File: src/rtl/ga_pkg.sv
// Shared gate-array definitions: sequencer phase constants, strobe and CPU
// request bundles, and the Johnson phase decode helper.
package ga_pkg;

  localparam logic [3:0] PH_VCAS0      = 4'd2;
  localparam logic [3:0] PH_VCAS1      = 4'd6;
  localparam logic [3:0] PH_CPU_SAMPLE = 4'd9;
  localparam logic [3:0] PH_CPU_CAS    = 4'd10;
  localparam logic [3:0] PH_READY      = 4'd12;
  localparam logic [3:0] PH_FIRST      = 4'd0;

  typedef struct packed {
    logic mem;
    logic wr;
    logic rd;
  } cpu_req_t;

  localparam cpu_req_t REQ_NONE = '{mem: 1'b0, wr: 1'b0, rd: 1'b0};

  typedef struct packed {
    logic phi_n;
    logic cclk;
    logic ras_n;
    logic cas_n;
    logic cpu_n;
    logic mwe_n;
    logic e244_n;
    logic ready;
  } strobes_t;

  localparam strobes_t STROBES_RESET = '{
    phi_n:  1'b1,
    cclk:   1'b0,
    ras_n:  1'b1,
    cas_n:  1'b1,
    cpu_n:  1'b1,
    mwe_n:  1'b1,
    e244_n: 1'b1,
    ready:  1'b0
  };

  // Returns {valid, phase}; phases 0..8 fill ones from bit 0, 9..15 clear them again.
  function automatic logic [4:0] johnson_to_phase(input logic [7:0] s);
    logic [4:0] result;
    logic [7:0] pattern;
    result = 5'b0_0000;
    for (int p = 0; p < 16; p++) begin
      if (p <= 8) begin
        pattern = 8'hFF >> (8 - p);
      end else begin
        pattern = 8'hFF << (p - 8);
      end
      if (s == pattern) begin
        result = {1'b1, 4'(p)};
      end else begin
        result = result;
      end
    end
    return result;
  endfunction

endpackage

File: src/rtl/ga_phase_decode.sv
// Combinational Johnson phase decoder: sequencer vector to {valid, phase}.
module ga_phase_decode
  import ga_pkg::*;
(
  input  logic [7:0] s,
  output logic       valid,
  output logic [3:0] phase
);

  logic [4:0] dec_s;

  // Decode the Johnson vector through the shared helper.
  always_comb begin
    dec_s = johnson_to_phase(s);
  end

  assign valid = dec_s[4];
  assign phase = dec_s[3:0];

endmodule

File: src/rtl/ram_clock_gen.sv
// DRAM / CPU timing strobe generator: decodes the sequencer phase, latches the
// CPU request of the slot and registers every strobe.
module ram_clock_gen
  import ga_pkg::*;
(
  input  logic       CLK_n,
  input  logic       RESET,
  input  logic [7:0] S,
  input  logic       MREQ_n,
  input  logic       RD_n,
  input  logic       M1_n,
  input  logic       IORQ_n,
  output logic [3:0] PHASE,
  output logic       PHI_n,
  output logic       CCLK,
  output logic       RAS_n,
  output logic       CAS_n,
  output logic       CPU_n,
  output logic       MWE_n,
  output logic       E244_n,
  output logic       READY,
  output logic       SYNC_ERR
);

  logic       dec_valid_s;
  logic [3:0] dec_phase_s;
  cpu_req_t   req_sample_s;
  cpu_req_t   req_nxt_s;
  cpu_req_t   req_r;
  logic       vcas_win_s;
  logic       cpu_cas_win_s;
  logic       e244_win_s;
  strobes_t   strb_s;
  strobes_t   strb_nxt_s;
  strobes_t   strb_r;
  logic [3:0] phase_r;
  logic       sync_err_r;

  ga_phase_decode u_decode (
    .s     (S),
    .valid (dec_valid_s),
    .phase (dec_phase_s)
  );

  // Classify the Z80 bus state; an interrupt acknowledge never opens a memory slot.
  always_comb begin
    req_sample_s     = REQ_NONE;
    req_sample_s.mem = ~MREQ_n & IORQ_n & (M1_n | IORQ_n);
    req_sample_s.wr  = req_sample_s.mem & RD_n;
    req_sample_s.rd  = req_sample_s.mem & ~RD_n;
  end

  // Request latch: cleared at the start of each rotation or on a bad pattern, loaded at the sample phase.
  always_comb begin
    req_nxt_s = req_r;
    if (!dec_valid_s) begin
      req_nxt_s = REQ_NONE;
    end else if (dec_phase_s == PH_FIRST) begin
      req_nxt_s = REQ_NONE;
    end else if (dec_phase_s == PH_CPU_SAMPLE) begin
      req_nxt_s = req_sample_s;
    end else begin
      req_nxt_s = req_r;
    end
  end

  // Timing windows derived from the decoded phase.
  always_comb begin
    vcas_win_s    = (dec_phase_s == PH_VCAS0) || (dec_phase_s == PH_VCAS0 + 4'd1) ||
                    (dec_phase_s == PH_VCAS1) || (dec_phase_s == PH_VCAS1 + 4'd1);
    cpu_cas_win_s = (dec_phase_s == PH_CPU_CAS) || (dec_phase_s == PH_CPU_CAS + 4'd1);
    e244_win_s    = (dec_phase_s >= PH_CPU_CAS) && (dec_phase_s <= PH_CPU_CAS + 4'd3);
  end

  // Strobe schedule for a valid phase; the latch already holds this slot's request.
  always_comb begin
    strb_s        = STROBES_RESET;
    strb_s.phi_n  = dec_phase_s[1];
    strb_s.cclk   = dec_phase_s[3];
    strb_s.ras_n  = (dec_phase_s[1:0] == 2'b00);
    strb_s.cas_n  = ~(vcas_win_s | (cpu_cas_win_s & req_r.mem));
    strb_s.cpu_n  = ~(dec_phase_s[3:2] == 2'b10);
    strb_s.mwe_n  = ~(cpu_cas_win_s & req_r.wr);
    strb_s.e244_n = ~(e244_win_s & req_r.rd);
    strb_s.ready  = (dec_phase_s >= PH_READY);
  end

  // On a bad pattern the memory strobes go idle while the clocks freeze where they are.
  always_comb begin
    strb_nxt_s = strb_s;
    if (dec_valid_s) begin
      strb_nxt_s = strb_s;
    end else begin
      strb_nxt_s       = STROBES_RESET;
      strb_nxt_s.phi_n = strb_r.phi_n;
      strb_nxt_s.cclk  = strb_r.cclk;
    end
  end

  // Output and state registers.
  always_ff @(posedge CLK_n) begin
    if (RESET) begin
      phase_r    <= 4'd0;
      strb_r     <= STROBES_RESET;
      sync_err_r <= 1'b0;
      req_r      <= REQ_NONE;
    end else begin
      req_r  <= req_nxt_s;
      strb_r <= strb_nxt_s;
      if (dec_valid_s) begin
        phase_r <= dec_phase_s;
      end else begin
        sync_err_r <= 1'b1;
      end
    end
  end

  assign PHASE    = phase_r;
  assign PHI_n    = strb_r.phi_n;
  assign CCLK     = strb_r.cclk;
  assign RAS_n    = strb_r.ras_n;
  assign CAS_n    = strb_r.cas_n;
  assign CPU_n    = strb_r.cpu_n;
  assign MWE_n    = strb_r.mwe_n;
  assign E244_n   = strb_r.e244_n;
  assign READY    = strb_r.ready;
  assign SYNC_ERR = sync_err_r;

endmodule

File: config.mk
export PLATFORM = sky130hd
export DESIGN_NAME = ram_clock_gen
export DESIGN_NICKNAME = d
export VERILOG_FILES = /design/src/rtl/ga_pkg.sv /design/src/rtl/ga_phase_decode.sv /design/src/rtl/ram_clock_gen.sv
export SDC_FILE = /design/constraint.sdc
export NUM_CORES = 1
export LEC_CHECK = 0
export ABC_AREA = 1
export CORE_UTILIZATION = 43
export CTS_BUF_LIST = sky130_fd_sc_hd__clkbuf_8
export CTS_CLUSTER_SIZE = 24
export DETAILED_ROUTE_END_ITERATION = 16
export PLACE_DENSITY = 0.77
export SKIP_LAST_GASP = 1
export SLEW_MARGIN = 10
export SYNTH_ARGS = -nofsm -noshare
export SYNTH_HDL_FRONTEND = slang
export SYNTH_SLANG_ARGS = --single-unit
File: constraint.sdc
create_clock -name CLK_n -period 1.4 [get_ports CLK_n]
set_clock_uncertainty 0.05 [all_clocks]
set_input_delay 0.28 -clock CLK_n [delete_from_list [all_inputs] [get_ports CLK_n]]
set_output_delay 0.28 -clock CLK_n [all_outputs]
set_load 0.02 [all_outputs]
==> impl_summary.md <==
Status
The flow ran to the end, and the final reports show no timing, DRC or antenna violations.

Synthesis
The post-synthesis cell area is 907.1 um2. The most frequently used flop master after synthesis is sky130_fd_sc_hd__dfxtp_1. The library cell with the largest summed area after synthesis is sky130_fd_sc_hd__dfxtp_1. The cell with the most instances after synthesis is sky130_fd_sc_hd__nand2_1.

Counting every net in the synthesized netlist gives 144. Ranked by instance count, the synthesized netlist is headed by sky130_fd_sc_hd__nand2_1 (20), sky130_fd_sc_hd__nor2_1 (17), sky130_fd_sc_hd__inv_1 (16). After synthesis, the cell types taking the most area are sky130_fd_sc_hd__dfxtp_1 (33%), sky130_fd_sc_hd__nand2_1 (8.3%), sky130_fd_sc_hd__nand3_1 (7.2%).

In this run the mean area of a mapped cell was 6.978 um2. The count of distinct cell types in the synthesized netlist is 21. Synthesis handed over a netlist of 130 instances.

The portion of the post-synthesis area used by sequential elements is 0.3310. For this run, the number of Yosys warnings is 0. The share of flip-flops with an asynchronous set or reset is 0. The share of synthesized area in the top cell type comes to 0.3310. The number of synthesized flops with an enable pin is 0.

The number of register bits inferred by synthesis is 15.

Pwr
The share of total power dissipated in sequential elements is 0.453. The switching power as a share of total power is 0.2680. Of the total power, the clock network draws 0.350. IR analysis of the VDD net gives a maximum drop of 0.6010 mV. The internal power of the cells totals 707.5 uW. The analysis attributes to net switching a power of 259.0 uW.

In this run the static leakage power is 0.7091 nW. The share of total power dissipated in combinational logic is 0.197. The power density normalized to cell area is 680.0 nW/um2. The total power consumption of the routed design is 966.5 uW.

Routing
The total via count after detailed routing is 1006. The first detailed-routing pass ran for 4 iterations. The per-cell via count in the routed design is 4.907. The DRC violations left is 0.

In this run the remaining antenna-violating nets after routing total 0. Summed over all layers, the routed wires come to 2390 um. The starting DRC count in detailed routing is 17. After detailed routing, the average wire length per cell comes to 11.66 um.

Critical path
STA puts the critical path data required time at 1.49 ns. The cell count of the worst reg-to-reg path is 4. Along the worst path, the maximum fanout reaches 6. STA puts the critical path data arrival time at 1.43 ns. The element type at the critical path start is an input port.

For this run, the slowest stage of the critical path takes 0.24 ns. The critical path is of the input port to register type. The worst register-to-register path has a setup slack of 0.59 ns. The slowest stage cell on the critical path is sky130_fd_sc_hd__nor2_4. On the critical path the largest part of the delay comes from simple AND/OR/NAND/NOR gates. The critical path contains buffers and inverters numbering 2 combined. The worst flop-to-flop path endpoint is req_r[2]$_SDFFE_PP0N_. Traced cell by cell, the critical path runs through buf_2, nor2_4, nand3_2, nor2_4, nor2_4, nand2_4, nor2_4, nand2_4, inv_2, o21a_1. In this design, the critical path's most frequently occurring cell is sky130_fd_sc_hd__nor2_4.

The worst setup path is captured at a register. The worst register-to-register path begins at req_r[2]$_SDFFE_PP0N_.

STA
The clock period minus final worst setup slack is 1.345 ns. The highest clock rate is 743.7 MHz. In the finished design, the share of the clock period the worst path needs comes to 0.9604.

The setup violation total in the final timing report is 0. The actual slew at the worst max-slew pin is 0.2580 ns. Hold is met by 0.3673 ns.

The number of slew-limit violations in the final report is 0. Measured against its own limit, the worst slew margin works out to 0.8272. Adding up every negative setup slack in the final design gives 0 ns.

The number of failing hold endpoints at the final stage is 0.

Global route
Entering global routing, the biggest net connects 9 pins. The first-pass GRT wire length is 3491 um. The total overflow reported by the global router is 0.

The initial antenna violation count came to 0. The number of global-route vias before repair was 856. The total global-route track usage is 0.2262.

Final layout
The final cell count without fillers is 205. The proportion of layout cells with a drive suffix above 1 is 0.4157. Compared with the post-synthesis result, the final layout area differs by 56.69%.

The area of the multi-input gates is 603.1 um2. The core utilization of the finished layout is 0.7172. The area used by sequential logic in the layout is 300.3 um2. The count of inserted antenna diode cells is 0. After filler insertion, the fill cell instance count of the layout stands at 156. The net count reported at finish is 193.

Clocking
The clock net sink count is 15. The clock tree root driver cell is sky130_fd_sc_hd__clkbuf_8. The maximum clock path buffer count is 2.

The CTS tree is yes. The clock insertion delay at the later pin of the skew report is 0.25 ns. Hold repair after CTS inserted 0 buffers. The clock buffer count from CTS is 3. The depth of the CTS H-tree is 1. After clock tree synthesis, the clock-pin slew on the worst setup and hold paths is 0.06 ns.

Hold path
The startpoint identified for the worst hold timing path is req_r[1]$_SDFFE_PP0N_. The end point of the worst hold path is MWE_n$_SDFF_PP1_. The min-delay analysis places its worst path in the category register to register.

The cell depth of the worst min-delay path is 1.

Placed design
The number of cells after detailed placement is 196. Routability-driven placement finished with a final weighted congestion of 0.8953. Summed over all nets, the half-perimeter wirelength after detailed placement is 1697 um. Buffers placed on the I/O ports in this run total 25.

Die
The initial standard-cell utilization of the core is 0.4577. The number of placement rows is 16. The height of the chip is 47.93 um. For this design the top-level I/O count stands at 27. Measured along the x axis, the die boundary spans 47.93 um.

The die covers 2297 um2. The area of the core is 1982 um2.

Flow run
The count of max-cap constraint violations is 0.
==> power groups by stage <==
stage	clock network, mW	registers [mW]	logic, mW
finish	0.338	0.438	0.190
global route	0.370	0.439	0.206
CTS	0.346	0.438	0.176
detailed placement	0	0.448	0.176
global placement	0	0.447	0.172
floorplan	0	0.456	0.0730
==> worst max path at each step <==
| stage | cells past startpoint | from | slack, ns | endpoint |
|---|---|---|---|---|
| after floorplan | 12 | S[7] | 0.07 | req_r[2]$_SDFFE_PP0N_ |
| after global placement | 12 | S[3] | -0.55 | PHASE[0]$_SDFFE_PP0N_ |
| after detailed placement | 10 | S[3] | -0.61 | SYNC_ERR$_SDFFE_PP0P_ |
| after CTS | 10 | S[0] | -0.008 | SYNC_ERR$_SDFFE_PP0P_ |
| after global routing | 12 | S[6] | -0.009 | req_r[1]$_SDFFE_PP0N_ |
| final | 10 | S[1] | 0.06 | SYNC_ERR$_SDFFE_PP0P_ |
==> cell type report <==
cell class / count / share of cell area
Multi-Input combinational cell: 91 / 0.4243
Timing Repair Buffer: 45 / 0.2447
Sequential cell: 15 / 0.2113
Inverter: 23 / 0.06426
Clock buffer: 3 / 0.02905
Tap cell: 27 / 0.02377
Clock inverter: 1 / 0.002641
==> state kept, by name, indices dropped and copies added, names as in the netlist <==
register / count
req_r: 3
RAS_n: 1
CPU_n: 1
E244_n: 1
READY: 1
MWE_n: 1
PHI_n: 1
PHASE: 3
CCLK: 1
SYNC_ERR: 1
CAS_n: 1
==> repair_timing <==
action / CTS / global route
endpoints found under the hold margin: 0 / 0
pin swaps: 9 / 15
setup buffers: 4 / 1
setup endpoints to repair: 28 / 15
resized for setup: 40 / 31
==> routing by layer <==
metal  wire length (um)  up-vias  global-route usage
li1                   -      510                   -
met1                962      455              0.2742
met2               1285       39              0.3838
met3                133        2             0.07925
met4                  8        0             0.05000
met5                  0        -                   0
==> cell usage in the layout (no fill, tap or decap), types with 4 or more instances in the layout <==
cell type,n
sky130_fd_sc_hd__nand3_2,5
sky130_fd_sc_hd__nand2_1,17
sky130_fd_sc_hd__nor2_4,8
sky130_fd_sc_hd__nand2_4,6
sky130_fd_sc_hd__dfxtp_1,15
sky130_fd_sc_hd__buf_4,19
sky130_fd_sc_hd__a21oi_1,4
sky130_fd_sc_hd__clkbuf_2,4
sky130_fd_sc_hd__nand3_1,9
sky130_fd_sc_hd__dlygate4sd2_1,13
sky130_fd_sc_hd__nand2_2,4
sky130_fd_sc_hd__clkdlybuf4s50_1,4
sky130_fd_sc_hd__inv_1,16
sky130_fd_sc_hd__nor2_1,11
sky130_fd_sc_hd__buf_2,4
sky130_fd_sc_hd__inv_2,7
sky130_fd_sc_hd__nor2_2,8
sky130_fd_sc_hd__nand4_1,4
==> stage by stage <==
step           setup WS [ns]  area, um2
3_3_place_gp         -0.5508       1296
5_1_grt            -0.008892       1421
2_1_floorplan        0.06781      907.1
4_1_cts            -0.008276       1393
3_5_place_dp         -0.6068       1296
6_report             0.05544       1421
==> worst register-to-register path, stage by stage, from the launching register on <==
cell                      delay, ns
sky130_fd_sc_hd__dfxtp_1       0.30
sky130_fd_sc_hd__inv_1         0.05
sky130_fd_sc_hd__o21ai_0       0.19
sky130_fd_sc_hd__inv_1         0.07
sky130_fd_sc_hd__nor2_2        0.10
==> cell families after synthesis <==
logic type,share of synthesized area
AOI/OAI and AO/OA,0.09654
and+or+nand+nor,0.4634
DFF,0.3310
buffers and inverters,0.1090
(Power assumes the default switching activity.)
